File: src/rtl/fabric_cfg_pkg.sv
// fabric_cfg_pkg: shared loader state encoding and chain-length helper
package fabric_cfg_pkg;
  typedef enum logic [1:0] {ST_IDLE, ST_LOAD, ST_SETTLE, ST_DONE} state_e;
  function automatic int cfg_chain_bits(input int num_luts, input int ws, input int wd, input int tiles);
    return tiles * num_luts * (1 << ws) * wd;
  endfunction
endpackage

File: src/rtl/cfg_word_serializer.sv
// cfg_word_serializer: two-deep word buffer feeding an LSB-first bit stream
module cfg_word_serializer #(
  parameter int WORD_W = 32
) (
  input  logic              clk,
  input  logic              rst,
  input  logic              clr,
  input  logic [WORD_W-1:0] w_data,
  input  logic              w_valid,
  output logic              w_ready,
  output logic              bit_o,
  output logic              bit_valid,
  input  logic              bit_take
);
  localparam int CW = $clog2(WORD_W + 1);
  logic [WORD_W-1:0] hold_q, hold_d, sr_q, sr_d;
  logic              hold_v_q, hold_v_d;
  logic [CW-1:0]     cnt_q, cnt_d;
  logic              acc, empty;
  assign w_ready   = !hold_v_q || cnt_q == '0;
  assign acc       = w_valid && w_ready;
  assign empty     = cnt_q == '0 || (bit_take && cnt_q == CW'(1));
  assign bit_o     = sr_q[0];
  assign bit_valid = cnt_q != '0;
  // refill the shifter from hold (or the input) on the edge it empties so shifting stays gap-free
  always_comb begin
    hold_d   = hold_q;
    hold_v_d = hold_v_q;
    sr_d     = bit_take ? sr_q >> 1 : sr_q;
    cnt_d    = cnt_q - CW'(bit_take);
    if (empty && hold_v_q) begin
      sr_d     = hold_q;
      cnt_d    = CW'(WORD_W);
      hold_d   = w_data;
      hold_v_d = acc;
    end else if (empty && acc) begin
      sr_d  = w_data;
      cnt_d = CW'(WORD_W);
    end else if (acc) begin
      hold_d   = w_data;
      hold_v_d = 1'b1;
    end
  end
  // buffer registers, flushed by reset or by the controller
  always_ff @(posedge clk) begin
    if (rst || clr) begin
      hold_q   <= '0;
      hold_v_q <= 1'b0;
      sr_q     <= '0;
      cnt_q    <= '0;
    end else begin
      hold_q   <= hold_d;
      hold_v_q <= hold_v_d;
      sr_q     <= sr_d;
      cnt_q    <= cnt_d;
    end
  end
endmodule

File: src/rtl/fabric_cfg_loader.sv
// fabric_cfg_loader: streams host bitstream words onto the tile configuration chain
module fabric_cfg_loader
  import fabric_cfg_pkg::*;
#(
  parameter int WORD_W     = 32,
  parameter int CHAIN_BITS = 1024,
  parameter int SETTLE     = 4,
  parameter int CNT_W      = $clog2(CHAIN_BITS + 1)
) (
  input  logic              clk,
  input  logic              rst,
  input  logic              start,
  input  logic              abort,
  input  logic [WORD_W-1:0] cfg_data,
  input  logic              cfg_valid,
  output logic              cfg_ready,
  output logic              chain_bit,
  output logic              chain_set,
  output logic              fabric_cen,
  output logic              busy,
  output logic              done,
  output logic [CNT_W-1:0]  bits_left
);
  localparam int SW = $clog2(SETTLE + 1);
  state_e           state_q, state_d;
  logic [CNT_W-1:0] bits_left_q, bits_left_d, acc_left_q, acc_left_d;
  logic [SW-1:0]    settle_q, settle_d;
  logic             go, kill, acc, ser_ready, bit_valid;
  assign busy       = state_q == ST_LOAD || state_q == ST_SETTLE;
  assign fabric_cen = !busy;
  assign done       = state_q == ST_DONE;
  assign bits_left  = bits_left_q;
  assign go         = start && !abort && !busy;
  assign kill       = abort && busy;
  assign cfg_ready  = state_q == ST_LOAD && acc_left_q != '0 && ser_ready;
  assign acc        = cfg_valid && cfg_ready;
  assign chain_set  = state_q == ST_LOAD && bit_valid && bits_left_q != '0;

  cfg_word_serializer #(.WORD_W(WORD_W)) u_ser (
    .clk      (clk),
    .rst      (rst),
    .clr      (go || kill),
    .w_data   (cfg_data),
    .w_valid  (acc),
    .w_ready  (ser_ready),
    .bit_o    (chain_bit),
    .bit_valid(bit_valid),
    .bit_take (chain_set)
  );

  // load sequencing; abort wins over start and over the final-shift exit, and freezes bits_left
  always_comb begin
    state_d     = state_q;
    settle_d    = settle_q;
    bits_left_d = bits_left_q - CNT_W'(chain_set);
    acc_left_d  = !acc ? acc_left_q : int'(acc_left_q) > WORD_W ? acc_left_q - CNT_W'(WORD_W) : '0;
    if (kill) begin
      state_d     = ST_IDLE;
      bits_left_d = bits_left_q;
    end else if (go) begin
      state_d     = ST_LOAD;
      bits_left_d = CNT_W'(CHAIN_BITS);
      acc_left_d  = CNT_W'(CHAIN_BITS);
    end else if (chain_set && bits_left_q == CNT_W'(1)) begin
      state_d  = ST_SETTLE;
      settle_d = SW'(SETTLE - 1);
    end else if (state_q == ST_SETTLE) begin
      state_d  = settle_q == '0 ? ST_DONE : ST_SETTLE;
      settle_d = settle_q - SW'(1);
    end
  end
  // controller state and counters
  always_ff @(posedge clk) begin
    if (rst) begin
      state_q     <= ST_IDLE;
      bits_left_q <= '0;
      acc_left_q  <= '0;
      settle_q    <= '0;
    end else begin
      state_q     <= state_d;
      bits_left_q <= bits_left_d;
      acc_left_q  <= acc_left_d;
      settle_q    <= settle_d;
    end
  end
endmodule
File: config.mk
export PLATFORM = sky130hd
export DESIGN_NAME = fabric_cfg_loader
export DESIGN_NICKNAME = d
export VERILOG_FILES = /design/src/rtl/fabric_cfg_pkg.sv /design/src/rtl/cfg_word_serializer.sv /design/src/rtl/fabric_cfg_loader.sv
export SDC_FILE = /design/constraint.sdc
export NUM_CORES = 1
export LEC_CHECK = 0
export CORE_UTILIZATION = 39
export CTS_BUF_LIST = sky130_fd_sc_hd__clkbuf_4
export CTS_CLUSTER_DIAMETER = 100
export DETAILED_ROUTE_END_ITERATION = 7
export PLACE_DENSITY = 0.67
export SETUP_SLACK_MARGIN = 0.02
export SLEW_MARGIN = 20
export SYNTH_ARGS = -nofsm -noshare
export SYNTH_HDL_FRONTEND = slang
export SYNTH_SLANG_ARGS = --single-unit
File: constraint.sdc
create_clock -name clk -period 6.1 [get_ports clk]
set_input_delay 1.22 -clock clk [delete_from_list [all_inputs] [get_ports clk]]
set_output_delay 1.22 -clock clk [all_outputs]
set_load 0.005 [all_outputs]
# Yosys cells after proc, flatten, opt, wreduce, memory -nomap -nowiden
# Cells that the tools add are included.
dict set report op_classes {
  reduce_logical 35
  add_sub_neg 4
  n_eq_ne 6
  bitwise_logic 2
  muxes 22
  n_lt_le_gt_ge 1
}
# cell n
set ops {}
lappend ops {{two-way mux 32 bit} 6}
lappend ops {{two-way mux 11 bit} 5}
lappend ops {{nonzero test 11 bit} 2}
lappend ops {{logical AND 1 bit} 13}
lappend ops {{two-way mux 6 bit} 2}
lappend ops {{equality test 11 x 1 -> 1 bit, second input constant} 1}
lappend ops {{> comparator 11 x 6 -> 1 bit, second input constant} 1}
lappend ops {{subtractor 11 x 1 -> 11 bit} 1}
lappend ops {{subtractor 11 x 6 -> 11 bit, second input constant} 1}
lappend ops {{equality test 6 x 1 -> 1 bit, second input constant} 1}
lappend ops {{logical NOT 6 bit} 1}
lappend ops {{two-way mux 3 bit} 2}
lappend ops {{nonzero test 3 bit} 2}
lappend ops {{nonzero test 6 bit} 1}
lappend ops {{OR reduction 3 bit} 2}
lappend ops {{subtractor 6 x 1 -> 6 bit} 1}
lappend ops {{logical OR 1 bit} 5}
lappend ops {{two-way mux 1 bit} 5}
lappend ops {{equality test 2 bit, second input constant} 2}
lappend ops {{two-way mux 2 bit} 2}
lappend ops {{nonzero test 2 bit} 2}
lappend ops {{logical NOT 1 bit} 3}
lappend ops {{logical NOT 3 bit} 1}
lappend ops {{AND reduction 3 bit} 1}
lappend ops {{6 further kinds} 7}
dict set report word_totals {
  register_bits 98
  out_inout_bits 17
}

# Depth between registers and ports, before layout
# Gate-level depths: netlist of run 1.
dict set report logic_depth {
  ltp_word 8
  depth_mapped 10
}

# Hierarchy
# A second synthesis of run 1 with hierarchy kept.
dict set report hier_totals {
  hier_cells 692
  hier_area_um2 5574.1
}
# module seq_area_each_um2 instances area_each_um2 cells_each
set modules_own_cells {}
lappend modules_own_cells {cfg_word_serializer 1421.4 1 4076.4 522}
lappend modules_own_cells {fabric_cfg_loader 540.5 1 1497.7 170}

# Worst setup path after synthesis of run 1
# OpenSTA, ideal clock, no wires.
dict set report synth_timing {
  path_type {reg2out}
  startpoint {register bits_left_q[4], in the netlist bits_left[4]}
  endpoint {output port chain_set}
  arrival_ns 1.495
  required_time_ns 4.880
  stages_incl_launch_ff 5
  path_slack_ns 3.385
  cell_sequence {dfxtp_1 -> or4_1 -> clkbuf_1 -> o41ai_4 -> nor2_2}
}
dict set report synth_via {
  elab_chain_len 2
}
# item line
set synth_lines {}
lappend synth_lines {{start, declared} fabric_cfg_loader.sv:26} ;# logic [CNT_W-1:0] bits_left_q, bits_left_d, acc_left_q, acc_left_d;
lappend synth_lines {{start signal, assigned} fabric_cfg_loader.sv:81} ;# bits_left_q <= bits_left_d;
lappend synth_lines {{nonzero test 11 bit} fabric_cfg_loader.sv:37} ;# assign chain_set = state_q == ST_LOAD && bit_valid && bits_left_q != '0;
lappend synth_lines {{logical AND 1 bit} fabric_cfg_loader.sv:37}
lappend synth_lines {{end, declared} fabric_cfg_loader.sv:18} ;# output logic chain_set,
# Every way passes these cells.

# Worst setup path after layout of run 1
dict set report layout_timing {
  startpoint {register u_ser.cnt_q[0]}
  endpoint {output port cfg_ready}
}
dict set report layout_via {
  elab_chain_len 3
}
# item line
set layout_lines {}
lappend layout_lines {{start, declared} cfg_word_serializer.sv:18} ;# logic [CW-1:0] cnt_q, cnt_d;
lappend layout_lines {{start signal, assigned} cfg_word_serializer.sv:55} ;# cnt_q <= cnt_d;
lappend layout_lines {{logical NOT 6 bit} cfg_word_serializer.sv:20} ;# assign w_ready = !hold_v_q || cnt_q == '0;
lappend layout_lines {{logical OR 1 bit} cfg_word_serializer.sv:20}
lappend layout_lines {{logical AND 1 bit} fabric_cfg_loader.sv:35} ;# assign cfg_ready = state_q == ST_LOAD && acc_left_q != '0 && ser_ready;
lappend layout_lines {{end, declared} fabric_cfg_loader.sv:16} ;# output logic cfg_ready,
# Every way passes these cells.

==> impl_metrics.csv, run 1 <==
group,metric,value,unit
clock_tree,clock_latency,0.45,ns
clock_tree,root_buffer,"clkbuf_4",
placed_design,post-dp-hpwl,6070,um
detailed_routing,ant_nets,0,
detailed_routing,drt_iter0_drc,196,
layout,area_delta_synth_final,18.4,%
sta,slew_headroom,0.272,
power_and_ir_drop,leakage,1.69,nW
floorplan,die_h,106,um
sta,skew,0.0224,ns
worst_hold_path,hold_path_class,"register to register",
clock_tree,cts_buffers,9,
detailed_routing,wirelength_met1,4500,um
setup_path,endpoint_kind,"output port",
detailed_routing,num_vias,3454,
setup_path,cp_top_family,"simple AND/OR/NAND/NOR gates",
setup_path,startpoint_type,"register",
synthesis,synth_nets,501,
synthesis,synth-seq-cells,98,
setup_path,worstPathCellList,"or4_1, o21ai_0, and3_1, clkdlybuf4s50_1",
setup_path,path_buf_inv,1,
synthesis,avgSynthCellArea,9.22,sq um
clock_tree,clkSinkCount,98,
detailed_routing,totalWireLength,9110,um
layout,drive_gt1_frac,0.0636,
floorplan,core,10400,sq um
layout,fin_util,0.477,
synthesis,synth_warnings,0,
placed_design,place_congestion,0.793,
sta,finalSetupTns,0,ns
layout,fill_cells,1005,
sta,setup_viol,0,
global_routing,grt_pass1_vias,3277,
detailed_routing,dr_wl_met2,4160,um
synthesis,synth_seq_area_share,0.470,
setup_path,crit_arrival,2.69,ns
setup_path,slowest_stage,"or4_1",
layout,multi_input_comb_area,1940,sq um
placed_design,dpl_cell_area,4820,sq um
synthesis,synth_edf_count,0,
clock_tree,cts_hold_buf,0,
detailed_routing,highest_layer,"met4",
synthesis,yosys_most_used_dff,"dfxtp_1",
status,status,"complete, no violations",
synthesis,syn_area,4180,sq um
clock_tree,postCtsSetupBuffers,0,
floorplan,die_w,106,um
detailed_routing,wl_met3,323,um
floorplan,ios,54,
placed_design,port_buffers,53,
global_routing,grt_use_total,0.171,
floorplan,rows,37,
layout,design_area,4950,sq um
floorplan,die-area,11100,sq um
detailed_routing,wl_per_cell,14.2,um
detailed_routing,dr.pass1.iters,4,
layout,final-seq-area,1960,sq um
sta,fmax,0.255,GHz
clock_tree,htree_levels,3,
clock_tree,ctsResizeCount,0,
power_and_ir_drop,power.density,215,nW/um^2
layout,num-nets-final,546,
setup_path,path_class,"register to output port",
sta,maxSlewViolCount,0,
sta,hold_violations,0,
sta,rsz0062_at_grt,"false",
floorplan,initial_core_util,0.403,
synthesis,async_flop_share,0,
detailed_routing,viasPerCell,5.40,
global_routing,grt_pass1_wl,15400,um
clock_tree,clkTransAtPathRegs,0.17,ns
global_routing,overflow,0,
setup_path,slowest_delay,0.59,ns
clock_tree,cts_buffer_depth,2,
power_and_ir_drop,finalPower,0.00106,W
sta,post-route-period-util,0.642,
sta,fin_crit,3.91,ns
global_routing,antenna_found_initial,1,
power_and_ir_drop,peakVddDrop,0.000126,V
synthesis,synthCells,453,
flow_run,drv_cap,0,
setup_path,required,4.88,ns
global_routing,grt_max_degree,34,
sta,worst_slew_pin_slew,1.09,ns
clock_tree,cts_tree,"built",
detailed_routing,drc,0,
setup_path,path_max_fanout,5,
synthesis,ys_types,52,
-- through the flow --
step	worst slack, ns	cells	hold slack [ns]
after floorplan	3.39	453	0.430
after global placement	2.37	623	0.443
after detailed placement	2.32	623	0.448
after CTS	2.15	639	0.469
after global routing	2.05	640	0.485
final	2.19	640	0.468
-- sequential cells by signal, summed over array words and instances (netlist names) --
| name | flops |
|---|---|
| u_ser.hold_q | 32 |
| u_ser.sr_q | 32 |
| acc_left_q | 11 |
| bits_left | 11 |
| u_ser.cnt_q | 6 |
| settle_q | 3 |
| state_q | 2 |
| u_ser.hold_v_q | 1 |
-- metal layers --
metal,global-route usage,up-vias
met5,0,-
met1,0.230,1634
li1,-,1745
met4,0.0734,0
met2,0.268,66
met3,0.0297,9
-- cells by family (layout without fill, tap and decap cells) --
family | count (synthesis) | after routing | share of synthesized area
multiplexers | 1 | 1 | 0.00240
AND/OR/NAND/NOR | 123 | 123 | 0.141
XOR/XNOR | 14 | 14 | 0.0294
AO/OA/AOI/OAI | 136 | 136 | 0.252
other | 0 | 1 | 0
buffers and inverters | 70 | 120 | 0.0722
adder cells (fa/ha/maj) | 11 | 11 | 0.0329
flip-flops | 98 | 98 | 0.470
-- cells in the final DEF (no fill, tap or decap), types with 6 or more instances in the layout --
master           Yosys  routed
dfxtp_1             98      98
nor2_1              60      60
clkdlybuf4s50_1      0      53
inv_1               46      46
o22ai_1             32      32
a22o_1              32      32
o32ai_1             31      31
a21oi_1             14      14
nand2_1             13      13
ha_1                11      11
clkbuf_4             0       9
nand3_1              7       7
and2_1               7       7
xnor2_1              7       7
xor2_1               7       7
nor3_1               6       6
-- area by class of cell --
cell class,instances,area share
clock buffer,9,0.0137
sequential,98,0.397
inverter,46,0.0349
antenna,1,0.000506
clock inverter,7,0.0119
timing repair buffer,58,0.115
multi-input combinational,285,0.393
tap,136,0.0344
-- synth_stat cells (8+ instances only) --
master	instances	share of area
a21oi_1	14	0.017
buf_2	13	0.016
a22o_1	32	0.067
inv_1	46	0.041
clkbuf_1	8	0.0072
o22ai_1	32	0.048
ha_1	11	0.033
o32ai_1	31	0.065
nor2_1	60	0.054
nand2_1	13	0.012
dfxtp_1	98	0.47
-- power by group --
part	internal, W	switching [W]
logic	0.0000420	0.0000478
clock network	0.0000911	0.000235
registers	0.000645	0.00000352
-- worst reg2reg max path, stage by stage (launching register included) --
cell      delay (ns)
dfxtp_1         0.39
or4_1           0.69
o41a_1          0.44
o211ai_1        0.20
buf_4           0.36
o211a_1         0.94
a22o_1          0.26
-- final timing paths --
path                              start                             to  slack (ns)  cells past startpoint
max           u_ser.cnt_q[0]$_SDFF_PP0_                      cfg_ready        2.19                      4
min          u_ser.sr_q[9]$_SDFFE_PP0P_     u_ser.sr_q[9]$_SDFFE_PP0P_        0.47                      2
max reg2reg   bits_left[4]$_SDFFE_PP0N_  u_ser.hold_q[26]$_SDFFE_PP0P_        2.75                      6
min reg2reg  u_ser.sr_q[9]$_SDFFE_PP0P_     u_ser.sr_q[9]$_SDFFE_PP0P_        0.47                      2
No activity file was read; power rests on OpenSTA's default activity.
==> run 2, diff against run 1 <==
Clock period 6.1 ns to 3.8 ns, I/O delays scaled along.
==> run 2 against run 1 <==
Net effect:
- clock skew increased by 0.0021 ns
- critical path depth unchanged
- first-iteration DRC count increased by 5.6%
- via count increased by 0.84%
- largest power group unchanged
- highest routed layer unchanged
==> impl_metrics.csv, run 2 (synthesis gave the netlist of run 1 again) <==
group,metric,value,unit
sta,hold_violations,0,
power_and_ir_drop,peakVddDrop,0.000131,V
status,status,"complete, no violations",
placed_design,dp_slack,0.915,ns
setup_path,endpoint_kind,"output port",
clock_tree,postCtsSetupBuffers,0,
global_routing,antenna_found_initial,0,
setup_path,crit_arrival,2.64,ns
sta,worst_slew_pin_slew,0.679,ns
setup_path,ff2ff_setup_slack,0.94,ns
detailed_routing,num_vias,3483,
layout,diodes,0,
floorplan,die_h,106,um
clock_tree,cts_hold_buf,0,
worst_hold_path,holdCritStartpoint,"u_ser.sr_q[8]$_SDFFE_PP0P_",
global_routing,grt_pass1_vias,3162,
sta,fmax,0.294,GHz
sta,maxSlewViolCount,0,
setup_path,startpoint_type,"register",
detailed_routing,drt_iter0_drc,207,
global_routing,grt_max_degree,34,
setup_path,worstPathCellList,"or4_1, o41ai_4, nor2_2, clkdlybuf4s50_1",
setup_path,r2r_end,"u_ser.hold_q[10]$_SDFFE_PP0P_",
clock_tree,htree_levels,3,
sta,fin_crit,3.40,ns
global_routing,grt_use_total,0.170,
power_and_ir_drop,power.density,338,nW/um^2
placed_design,port_buffers,53,
detailed_routing,ant_nets,0,
sta,holdWs,0.467,ns
sta,layout_setup_ws,0.395,ns
sta,skew,0.0246,ns
layout,num-nets-final,549,
detailed_routing,totalWireLength,9110,um
clock_tree,cts_buffer_depth,2,
setup_path,path_max_fanout,7,
setup_path,cp-startpoint,"bits_left[4]$_SDFFE_PP0N_",
detailed_routing,dr.pass1.iters,5,
layout,design_area,4950,sq um
layout,area_delta_synth_final,18.5,%
flow_run,drv_cap,0,
clock_tree,ctsResizeCount,0,
layout,drive_gt1_frac,0.0632,
sta,slew_headroom,0.543,
floorplan,die-area,11100,sq um
detailed_routing,drc,0,
floorplan,die_w,106,um
floorplan,initial_core_util,0.403,
clock_tree,clock_latency,0.45,ns
placed_design,post-dp-hpwl,6100,um
floorplan,core,10400,sq um
placed_design,dpl_cell_area,4840,sq um
global_routing,overflow,0,
clock_tree,clkSinkCount,98,
sta,post-route-period-util,0.896,
setup_path,slowest_delay,0.68,ns
setup_path,slowest_stage,"or4_1",
setup_path,required,3.04,ns
layout,top_regs,"u_ser.hold_q x32, u_ser.sr_q x32",
sta,setup_viol,0,
worst_hold_path,hold_path_class,"register to register",
worst_hold_path,worstHoldEndpoint,"u_ser.sr_q[8]$_SDFFE_PP0P_",
detailed_routing,viasPerCell,5.43,
power_and_ir_drop,leakage,1.70,nW
clock_tree,cts_buffers,9,
clock_tree,clkTransAtPathRegs,0.16,ns
worst_hold_path,hold_depth,2,
setup_path,path_class,"register to output port",
setup_path,rr_worst_depth,7,
clock_tree,root_buffer,"clkbuf_4",
layout,final_cell_mix,"98 x dfxtp_1, 60 x nor2_1, 53 x clkdlybuf4s50_1, 46 x inv_1",
detailed_routing,wl_per_cell,14.2,um
floorplan,rows,37,
sta,finalSetupTns,0,ns
layout,layout_commonest_cell,"dfxtp_1",
floorplan,ios,54,
sta,rsz0062_at_grt,"false",
clock_tree,cts_tree,"built",
placed_design,place_congestion,0.853,
global_routing,grt_pass1_wl,15200,um
setup_path,r2r_start,"bits_left[4]$_SDFFE_PP0N_",
## run 2: cell count changes in the layout (fill, tap and decap cells not counted), moves of 2 or more
| cell | before | now |
|---|---|---|
| inv_6 | 2 | 0 |
| buf_4 | 5 | 8 |
| clkinvlp_4 | 2 | 0 |
| clkinv_4 | 0 | 2 |
| clkinv_1 | 1 | 3 |
## run 2: how the worst max path moves through the flow
| stage | slack (ns) | endpoint |
|---|---|---|
| CTS | 0.38 | chain_set |
| global placement | 0.95 | chain_set |
| finish | 0.40 | chain_set |
| detailed placement | 0.92 | chain_set |
| floorplan | 1.35 | bits_left[6]$_SDFFE_PP0N_ |
| global route | 0.23 | chain_set |
## run 2: metrics by stage
step           power (W)  utilization  instances
2_1_floorplan    0.00114            -        453
3_3_place_gp     0.00121        0.467        626
3_5_place_dp     0.00121        0.467        626
4_1_cts          0.00169        0.477        642
5_1_grt          0.00174        0.477        642
6_report         0.00167        0.477        642
## run 2: routing by layer
metal	wire length, um	global-route usage	vias to the layer above
met5	0	0	-
met4	127	0.0675	0
met3	435	0.0322	12
met2	4200	0.268	92
met1	4350	0.229	1629
li1	-	-	1750
## run 2: power breakdown
part / switching [W] / total [W] / internal [W] / leakage (nW)
clock: 0.000353 / 0.000487 / 0.000134 / 0.0643
sequential: 0.00000529 / 0.00104 / 0.00103 / 0.790
combinational: 0.0000769 / 0.000147 / 0.0000698 / 0.850
total: 0.000435 / 0.00167 / 0.00124 / 1.70
## run 2: cell type report
type                       count  area [sq um]
clock buffer                   9          67.6
inverter                      46           173
fill                         997          5420
sequential                    98          1960
clock inverter                 7          45.0
tap                          136           170
timing repair buffer          61           591
multi-input combinational    285          1940
## run 2: worst max-delay path: cells and delay by family (launching register included)
family	cells	cell delay, ns
compound gates	1	0.47
buf+inv	1	0.48
flops	1	0.39
simple gates	2	0.85
